==> src/rtl/bist_pkg.sv <==
// Shared types and constants for the BIST controller.
// Holds the FSM state enum, LFSR/opcode widths, the default seed and golden
// signature, and the LFSR next-state helper used by the pattern generator.
package bist_pkg;

  localparam int          LFSR_WIDTH     = 16;
  localparam int          OP_WIDTH       = 3;
  localparam int          SIG_WIDTH      = 8;
  localparam logic [15:0] DEFAULT_SEED   = 16'hACE1;
  localparam logic [7:0]  DEFAULT_GOLDEN = 8'h00;

  typedef enum logic [2:0] {
    ST_IDLE,
    ST_INIT,
    ST_RUN,
    ST_COMPARE,
    ST_DONE
  } bist_state_t;

  // Fibonacci step for x^16+x^14+x^13+x^11+1, shifting toward bit 0.
  function automatic logic [LFSR_WIDTH-1:0] lfsr_next(input logic [LFSR_WIDTH-1:0] l);
    return {l[0] ^ l[2] ^ l[3] ^ l[5], l[LFSR_WIDTH-1:1]};
  endfunction

endpackage

==> src/rtl/bist_lfsr16.sv <==
// 16-bit Fibonacci LFSR pattern source.
// Ports:
//   clk, reset : clock and synchronous active-high reset (q <= RESET_VAL)
//   load, seed : load seed value (has priority over en)
//   en         : advance one step
//   q          : current LFSR contents
module bist_lfsr16
  import bist_pkg::*;
#(
  parameter logic [LFSR_WIDTH-1:0] RESET_VAL = DEFAULT_SEED
) (
  input  logic                  clk,
  input  logic                  reset,
  input  logic                  load,
  input  logic [LFSR_WIDTH-1:0] seed,
  input  logic                  en,
  output logic [LFSR_WIDTH-1:0] q
);

  logic [LFSR_WIDTH-1:0] lfsr_q, lfsr_d;

  always_comb begin
    lfsr_d = lfsr_q;
    if (load)    lfsr_d = seed;
    else if (en) lfsr_d = lfsr_next(lfsr_q);
  end

  always_ff @(posedge clk) begin
    if (reset) lfsr_q <= RESET_VAL;
    else       lfsr_q <= lfsr_d;
  end

  assign q = lfsr_q;

endmodule

==> src/rtl/bist_controller.sv <==
// BIST controller: on start, holds the signature analyzer in reset for one
// INIT cycle, drives NUM_PATTERNS LFSR-derived operand/opcode vectors, then
// latches the analyzer signature and compares it with GOLDEN_SIG.
// Ports:
//   clk, reset          : clock, synchronous active-high reset
//   start               : run request, honoured only in IDLE/DONE
//   signature           : analyzer output
//   test_a/test_b/test_op : CUT stimulus (follows the LFSR combinationally)
//   sa_reset            : registered analyzer reset, low only during RUN
//   busy, done, pass    : status; pass valid while done
//   sig_captured        : signature latched at the end of COMPARE
module bist_controller
  import bist_pkg::*;
#(
  parameter int                    NUM_PATTERNS = 255,
  parameter logic [LFSR_WIDTH-1:0] SEED         = DEFAULT_SEED,
  parameter logic [SIG_WIDTH-1:0]  GOLDEN_SIG   = DEFAULT_GOLDEN
) (
  input  logic                 clk,
  input  logic                 reset,
  input  logic                 start,
  input  logic [SIG_WIDTH-1:0] signature,
  output logic [7:0]           test_a,
  output logic [7:0]           test_b,
  output logic [OP_WIDTH-1:0]  test_op,
  output logic                 sa_reset,
  output logic                 busy,
  output logic                 done,
  output logic                 pass,
  output logic [SIG_WIDTH-1:0] sig_captured
);

  localparam logic [15:0] LAST_CNT = 16'(NUM_PATTERNS - 1);

  bist_state_t            state_q, state_d;
  logic [15:0]            cnt_q, cnt_d;
  logic                   sa_reset_q, sa_reset_d;
  logic                   pass_q, pass_d;
  logic [SIG_WIDTH-1:0]   sig_q, sig_d;
  logic [LFSR_WIDTH-1:0]  lfsr;

  bist_lfsr16 #(.RESET_VAL(SEED)) u_lfsr (
    .clk   (clk),
    .reset (reset),
    .load  (state_q == ST_INIT),
    .seed  (SEED),
    .en    (state_q == ST_RUN),
    .q     (lfsr)
  );

  always_comb begin
    state_d = state_q;
    cnt_d   = cnt_q;
    pass_d  = pass_q;
    sig_d   = sig_q;
    case (state_q)
      ST_IDLE, ST_DONE: if (start) state_d = ST_INIT;
      ST_INIT: begin
        state_d = ST_RUN;
        cnt_d   = '0;
        pass_d  = 1'b0;
        sig_d   = '0;
      end
      ST_RUN: begin
        cnt_d = cnt_q + 16'd1;
        if (cnt_q == LAST_CNT) state_d = ST_COMPARE;
      end
      ST_COMPARE: begin
        state_d = ST_DONE;
        sig_d   = signature;
        pass_d  = (signature == GOLDEN_SIG);
      end
      default: state_d = ST_IDLE;
    endcase
    // Decoded from next state so the analyzer sees a clean registered level
    // that is low for exactly the RUN cycles.
    sa_reset_d = (state_d != ST_RUN);
  end

  always_ff @(posedge clk) begin
    if (reset) begin
      state_q    <= ST_IDLE;
      cnt_q      <= '0;
      sa_reset_q <= 1'b1;
      pass_q     <= 1'b0;
      sig_q      <= '0;
    end else begin
      state_q    <= state_d;
      cnt_q      <= cnt_d;
      sa_reset_q <= sa_reset_d;
      pass_q     <= pass_d;
      sig_q      <= sig_d;
    end
  end

  assign test_a       = lfsr[7:0];
  assign test_b       = lfsr[15:8];
  assign test_op      = lfsr[2:0] ^ lfsr[10:8];
  assign sa_reset     = sa_reset_q;
  assign busy         = (state_q == ST_INIT) || (state_q == ST_RUN) || (state_q == ST_COMPARE);
  assign done         = (state_q == ST_DONE);
  assign pass         = pass_q;
  assign sig_captured = sig_q;

endmodule

==> config.mk <==
export PLATFORM = sky130hd
export DESIGN_NAME = bist_controller
export DESIGN_NICKNAME = d
export VERILOG_FILES = /design/src/rtl/bist_pkg.sv /design/src/rtl/bist_lfsr16.sv /design/src/rtl/bist_controller.sv
export SDC_FILE = /design/constraint.sdc
export NUM_CORES = 1
export LEC_CHECK = 0
export CORE_MARGIN = 2
export CORE_UTILIZATION = 54
export DETAILED_ROUTE_END_ITERATION = 8
export PLACE_DENSITY = 0.89
export RECOVER_POWER = 25
export SYNTH_ARGS = -nofsm -noshare
export SYNTH_HDL_FRONTEND = slang
export SYNTH_SLANG_ARGS = --single-unit
==> constraint.sdc <==
create_clock -name clk -period 2.7 [get_ports clk]
set_clock_uncertainty 0.15 [all_clocks]
set_input_delay 0.54 -clock clk [delete_from_list [all_inputs] [get_ports clk]]
set_output_delay 0.54 -clock clk [all_outputs]
set_load 0.05 [all_outputs]
=== Word-level counts from Yosys, hierarchy flattened ===
Index checks and enable logic that the tools add are counted.

* Add/subtract/negate cells: 1
* Eq/ne operators: 6
* Muxes and demuxes: 6
* Bitwise operators: 4
* Reductions and logical operators: 8

{| class="wikitable"
|+ Operator list
! kind !! number
|-
| $pmux 16 s2 || 1
|-
| $add 16x1->16 const B || 1
|-
| $eq 16x8->1 const B || 1
|-
| $pmux 8 s2 || 1
|-
| $pmux 3 s4 || 1
|-
| $logic_not 8->1 || 1
|-
| $eq 3x2->1 const B || 2
|-
| $mux 3 || 2
|-
| $reduce_bool 2->1 || 2
|-
| $reduce_or 2->1 || 2
|-
| $eq 3x1->1 const B || 1
|-
| $eq 3x3->1 const B || 1
|-
| $logic_not 3->1 || 1
|-
| $ne 3x2->1 const B || 1
|-
| $xor 1x1->1 || 3
|-
| $xor 3x3->3 || 1
|-
| $logic_or 1x1->1 || 2
|-
| $pmux 1 s2 || 1
|}

* Flip-flop bits (word level): 45
* Bits of input ports: 11
* Output and inout bits: 31
* Logic and storage cells: 31

=== Longest topological paths before layout ===
* Word-level depth: 4
* Gate-level depth with buffers: 7

=== Hierarchy ===
From an unflattened synthesis, not the netlist that was laid out.

* Cells, all modules: 255
* Area, all modules: 2324.7 µm²

{| class="wikitable"
|+ Modules (own cells, without submodules)
! module !! times used !! cells each !! area an instance (µm²) !! seq. area each (µm²)
|-
| bist_controller || 1 || 181 || 1463.9 || 580.6
|-
| bist_lfsr16 || 1 || 74 || 860.8 || 320.3
|}

=== Worst setup path after synthesis ===
Ideal clock, no wire load.

* Path type: register to output
* From: register u_lfsr.lfsr_q[2], in the netlist u_lfsr.q[2]
* To: output test_op[2]
* Arrival time: 1.499 ns
* Required time: 2.010 ns
* Setup slack: 0.511 ns
* Cell stages (with the launch flop): 2
* Buffers on the path: 0
* Cells stage by stage: dfxtp_1 -> xor2_1

* Word-level cells in the longest chain between the ends: 1

{| class="wikitable"
|+ RTL lines
! item !! line !! source
|-
| start, declared || bist_lfsr16.sv:20 || <nowiki>logic [LFSR_WIDTH-1:0] lfsr_q, lfsr_d;</nowiki>
|-
| start signal, assigned || bist_lfsr16.sv:30 || <nowiki>else lfsr_q <= lfsr_d;</nowiki>
|-
| $xor 3x3->3 || bist_controller.sv:98 || <nowiki>assign test_op = lfsr[2:0] ^ lfsr[10:8];</nowiki>
|-
| end, declared || bist_controller.sv:25 || <nowiki>output logic [OP_WIDTH-1:0] test_op,</nowiki>
|}

Every way passes these cells.

=== Final worst setup path ===
* From: register state_q[0]
* To: output done

* Word-level cells in the longest chain between the ends: 1

{| class="wikitable"
|+ RTL lines
! item !! line !! source
|-
| start, declared || bist_controller.sv:35 || <nowiki>bist_state_t state_q, state_d;</nowiki>
|-
| start signal, assigned || bist_controller.sv:88 || <nowiki>state_q <= state_d;</nowiki>
|-
| $eq 3x3->1 || bist_controller.sv:101 || <nowiki>assign done = (state_q == ST_DONE);</nowiki>
|-
| end, declared || bist_controller.sv:28 || <nowiki>output logic done,</nowiki>
|}

Every way passes these cells.

==> results_dict.tcl <==
set metrics [dict create \
    gp_congestion 0.818 \
    hold_viol 0 \
    worstRegToRegCells 5 \
    period_needed_ns 2.59 \
    cts-root-buf "clkbuf_8" \
    cp-startpoint "state_q[0]" \
    tns_ns 0 \
    wl_met1_um 1870 \
    first_pass_iters 4 \
    crit_required_ns 2.01 \
    clockBufferDepth 2 \
    setup_viol 0 \
    stdcell_count 329 \
    yosysWarnings 0 \
    core_mm2 0.00361 \
    fmax_mhz 386 \
    htreeDepth 2 \
    grt_use_total 0.227 \
    synth_cell_type_count 40 \
    crit_fanout 10 \
    synth_nets 256 \
    drc_errors 0 \
    routedWlPerCell_um 13.4 \
    top_layer "met4" \
    ys_seq_area_frac 0.454 \
    cts-hold-fix-buffers 0 \
    pin_count 42 \
    dp.cells 321 \
    ir_drop_mv 0.337 \
    critical_path_class "flop to output pin" \
    grt_overflow_total 0 \
    wl_met2_um 2200 \
    post-route-util 0.702 \
    synth_top_area_share 0.454 \
    drive_above_1_share 0.0676 \
    synth_edf_count 0 \
    synthFlopType "dfxtp_1" \
    final_max_slew_viol_count 0 \
    clock_latency_ns 0.29 \
    rows 22 \
    start_util 0.551 \
    drt_iter0_drc 113 \
    num-fill-cells 308 \
    arrival_ns 1.90 \
    port_buffers 41 \
    die_height_um 64.6 \
    synth.area.top_cells "dfxtp_1, nand2_1, a21oi_1" \
    grt_max_degree 25 \
    cts.sink_count 45 \
    cts_buffers 5 \
    post-cts-setup-buffers 0 \
    rsz0062_at_grt "false" \
    cts-resized-gates 0 \
    wirelength_um 4410 \
    syn_area_mm2 0.00199 \
    synthToLayoutAreaGrowth_pct 27.4 \
    grt_pass1_vias 1686 \
    ant_nets 0 \
    drv_cap 0 \
    syn_area_per_cell_um2 8.17 \
    syn_inst 243 \
    ff2ff_setup_slack_ns 0.71 \
    grt_antenna_before_repair 0 \
    critPathCapture "done" \
    relSlewSlack 0.266 \
    cp-start-kind "flop" \
    setup_slack_ns 0.109 \
    dp_slack_ns 0.429 \
    cp-end-kind "output pin" \
    rr_endpoint "cnt_q[11]" \
    regArea_um2 901 \
    multi_input_area_mm2 0.00100 \
    synthArstFlopShare 0 \
    grt_pass1_wl_um 7520 \
    powerDensity_mw_per_mm2 596 \
    post-dp-hpwl_um 3120 \
    cts_tree "done" \
    dr_total_vias 1857 \
    synth_area_leader_cell "dfxtp_1" \
    antenna_cells 0 \
    worstMarginPinSlew_ns 1.10 \
    ys_ff_latch 45 \
    worstHoldPathType "flop to flop" \
    period_share 0.960 \
    final_nets 293 \
    p_leak_nw 0.925 \
    via_per_inst 5.64 \
    status "finished clean" \
    dieArea_mm2 0.00418 \
    timing.rr.start "state_q[1]" \
    die_x_um 64.6 \
    clkSlewWorstSetupHoldPaths_ns 0.08 \
    wl_met3_um 266 \
]
per-stage QoR:
stage / hold slack (ns) / instance area, µm² / total power [mW]
detailed placement: 0.301 / 2420 / 0.997
floorplan: 0.285 / 1990 / 0.909
global route: 0.334 / 2530 / 1.56
finish: 0.303 / 2530 / 1.51
global placement: 0.287 / 2420 / 0.992
CTS: 0.310 / 2540 / 1.52
area by class of cell:
| type | instances | area share |
|---|---|---|
| Timing Repair Buffer | 46 | 0.173 |
| Sequential cell | 45 | 0.356 |
| Clock inverter | 2 | 0.0148 |
| Inverter | 2 | 0.00297 |
| Multi-Input combinational cell | 180 | 0.397 |
| Clock buffer | 6 | 0.0326 |
| Tap cell | 48 | 0.0237 |
critical path: stages, from the launching register on:
cell and delay (ns):
dfxtp_1 0.41, nor2_1 0.21, and2_1 0.18, clkdlybuf4s50_1 0.81
kinds of logic (layout without fill, tap and decap cells):
logic type,count (synthesis),after routing,share of synthesized area
compound gates,47,47,0.141
xor+xnor,7,7,0.0309
fa+ha+maj,2,2,0.0126
buf+inv,18,56,0.0410
flops,45,45,0.454
mux,4,4,0.0214
simple gates,120,120,0.299
flip-flops by register name, summed over array words and instances, names as in the netlist:
signal        flops
state_q           3
sa_reset          1
cnt_q            16
sig_captured      8
u_lfsr.q         16
pass              1
worst min-delay path by stage:
stage / from / endpoint / slack, ns / depth (start not counted)
CTS: sig_captured[7] / sig_captured[7] / 0.31 / 2
global route: sig_captured[0] / sig_captured[0] / 0.33 / 2
floorplan: cnt_q[7] / cnt_q[7] / 0.29 / 1
finish: sig_captured[7] / sig_captured[7] / 0.30 / 2
detailed placement: sig_captured[7] / sig_captured[7] / 0.30 / 2
global placement: sig_captured[5] / sig_captured[5] / 0.29 / 2
placed cells by master, fill, tap and decap left out, types with 4 or more instances in the layout:
master,instances
nand2b_1,4
and3_1,4
nand2_1,47
buf_4,4
clkbuf_8,6
dfxtp_1,45
nor2_1,15
xor2_1,4
nand3_1,23
clkdlybuf4s50_1,39
a21oi_1,25
o211ai_1,4
power by group:
part / total [mW] / internal [mW] / switching [mW]
Combinational: 0.272 / 0.0909 / 0.181
Clock: 0.528 / 0.301 / 0.227
Sequential: 0.707 / 0.686 / 0.0211
Total: 1.51 / 1.08 / 0.429
metal layers:
metal  track usage  vias up
met5             0        -
met4        0.0771        0
met3        0.0573        8
met2         0.384       56
met1         0.281      868
li1              -      925
cell usage after synthesis, types with 2 or more instances:
library cell	count
a211oi_1	3
a21oi_1	25
a31oi_1	3
and2_1	3
and3_1	4
and4_1	3
buf_2	5
clkbuf_1	10
dfxtp_1	45
ha_1	2
inv_1	2
mux2_2	2
mux2i_1	2
nand2_1	47
nand2b_1	4
nand3_1	23
nand3b_1	3
nand4_1	2
nor2_1	15
nor3_1	3
nor3b_1	2
o211ai_1	4
o21ai_0	3
o21ai_1	2
o41ai_1	3
or2_2	3
or4_1	2
xnor2_1	3
xor2_1	4
Power figures use the tool's default switching activity.
==> edit, RTL diff (config.mk and constraints unchanged) <==
Encoding of `bist_state_t`: now one-hot (5 bits for 5 states).
--- a/src/rtl/bist_pkg.sv
+++ b/src/rtl/bist_pkg.sv
@@ -11,8 +11,8 @@
 
-  typedef enum logic [2:0] {
-    ST_IDLE,
-    ST_INIT,
-    ST_RUN,
-    ST_COMPARE,
-    ST_DONE
+  typedef enum logic [4:0] {
+    ST_IDLE    = 5'b00001,
+    ST_INIT    = 5'b00010,
+    ST_RUN     = 5'b00100,
+    ST_COMPARE = 5'b01000,
+    ST_DONE    = 5'b10000
   } bist_state_t;
Function: same outputs for any inputs over 10 cycles, from zero or initial values and one cycle with reset high; not proved beyond that.
==> edit against the original RTL <==
Worst hold slack gained 0.027 ns; design area grew 5.1%; non-clock buffer count up 2; sequential cell count rose by 2; sequential share of layout area decreased by 0.22 points; register-to-register slack worse by 0.09 ns; count of clock-buffer cells in the layout did not move; critical path depth up 1; setup slack better by 0.18 ns; global-route usage is 2.3 points higher; largest cell class unchanged; synthesized area is 6.4% higher; routed wire length increased by 12%.
Power is not compared: it rests on default switching activity, and its combinational part moved more than twofold at a synthesized area within 25%.
==> edit: results (changes against the original RTL) <==
Layout
  – # fillers: 289 (-6.2%)
  – Fraction of area in multi-input gates: 41.2% (+1.5 points)
  – Fin nets: 302 (+3.1%)
  – Ratio of cells with drive above 1 in the final layout: 10.0% (+3.2 points)
  – Register area: 941 sq um (+4.4%)
  – Clk tree area frac: 3.20% (-1.5 points)
  – Nonclk inv count: 2 (unchanged)
  – Multi-input comb cells: 185 (+2.8%)
  – Nonclk buf count: 48 (+4.3%)
  – Buffering overhead: 17.7% (+0.38 points)

Synthesis
  – Area share of fa/ha/maj cells after synthesis: 1.18% (-0.076 points)
  – Yosys reg bits: 47 (+4.4%)
  – Post-Synth XOR/XNOR Area: 4.56% (+1.5 points)
  – Async SR Flop Fraction: 0% (unchanged)
  – Post-synth top cells: dfxtp_1, nand2_1, nor2_1, a21oi_1, nand3_1
  – Seq/Total Area, Yosys: 44.5% (-0.85 points)
  – Post-synth cell types: 46 (+15%)
  – Compound-Gate Fraction of Synth Area: 12.4% (-1.7 points)
  – Post-Syn Nets: 264 (+3.1%)
  – Multiplexer share of the synthesized area: 3.85% (+1.7 points)
  – Gate Count Post-Synth: 251 (+3.3%)
  – Main area contributors after synthesis: dfxtp_1, nand2_1, nor2_1

Setup path
  – CP peak stage delay: 0.46 ns (-0.35 ns)
  – Crit-path slowest cell: nor3_2
  – Top delay family on crit path: simple AND/OR/NAND/NOR gates
  – Max Fanout on Critical Path: 8 (-2)
  – Critical path arrival: 1.72 ns (-0.18 ns)

Global route
  – First-pass GRT wire length: 8490 microns (+13%)
  – Largest net degree at the start of global routing: 20 (-20%)
  – GRT Util Overall: 24.9% (+2.3 points)
  – Initial antenna violation count: 0 (unchanged)

Drt
  – Vias: 1,933 (+4.1%)
  – Initial drt markers: 200 (+77%)
  – Total routed wirelength: 4950 microns (+12%)
  – Post-DR wirelength/cell: 14.7 microns (+9.4%)

Power
  – Internal power: 910 uW
  – Clock group: 408 uW
  – Peak supply drop: 379 uV

Run status
  – Status: complete, no violations

Place
  – HPWL after DPL: 3470 microns (+11%)
  – Placed Cells: 330 (+2.8%)
  – Setup WS pre-CTS: 0.575 ns (+0.146 ns)
  – Global placer's final weighted congestion: 0.847 (+3.6%)

Clock tree
  – Post-CTS sizing: 0 (unchanged)
  – CTS root buf: clkbuf_8

Timing
  – Max_slew headroom: 65.8% (+39 points)
[edit: cell count changes after synthesis, sizes merged, moves of 3 or more]
cell / change
a21oi: -11
nand3: -9
a22oi: +8
nor2: +6
mux2i: +5
nand4: +4
a211oi: -3
and4: -3
nor3: +3
nor4: +3
o211ai: -3
o41ai: -3
or2: +3
[edit: final timing paths]
kind / start / to / slack [ns] / cells after the start
setup reg to reg: state_q[1] / cnt_q[2] / 0.62 / 5
setup / recovery: state_q[1] / busy / 0.29 / 4
hold / removal: u_lfsr.q[4] / u_lfsr.q[4] / 0.33 / 2
hold reg to reg: u_lfsr.q[4] / u_lfsr.q[4] / 0.33 / 2
[edit: per-layer routing]
metal	global-route usage (%)	share of wire, %
met3	6.93	5.7
met2	41.1	48
met1	31.5	45
met4	7.91	1.6
met5	0	0
[edit: through the flow]
stage	cell area, sq um	util [%]
after floorplan	2120	-
after global routing	2660	71.5
after detailed placement	2570	69.3
after CTS	2660	71.5
final	2660	71.5
after global placement	2570	69.3
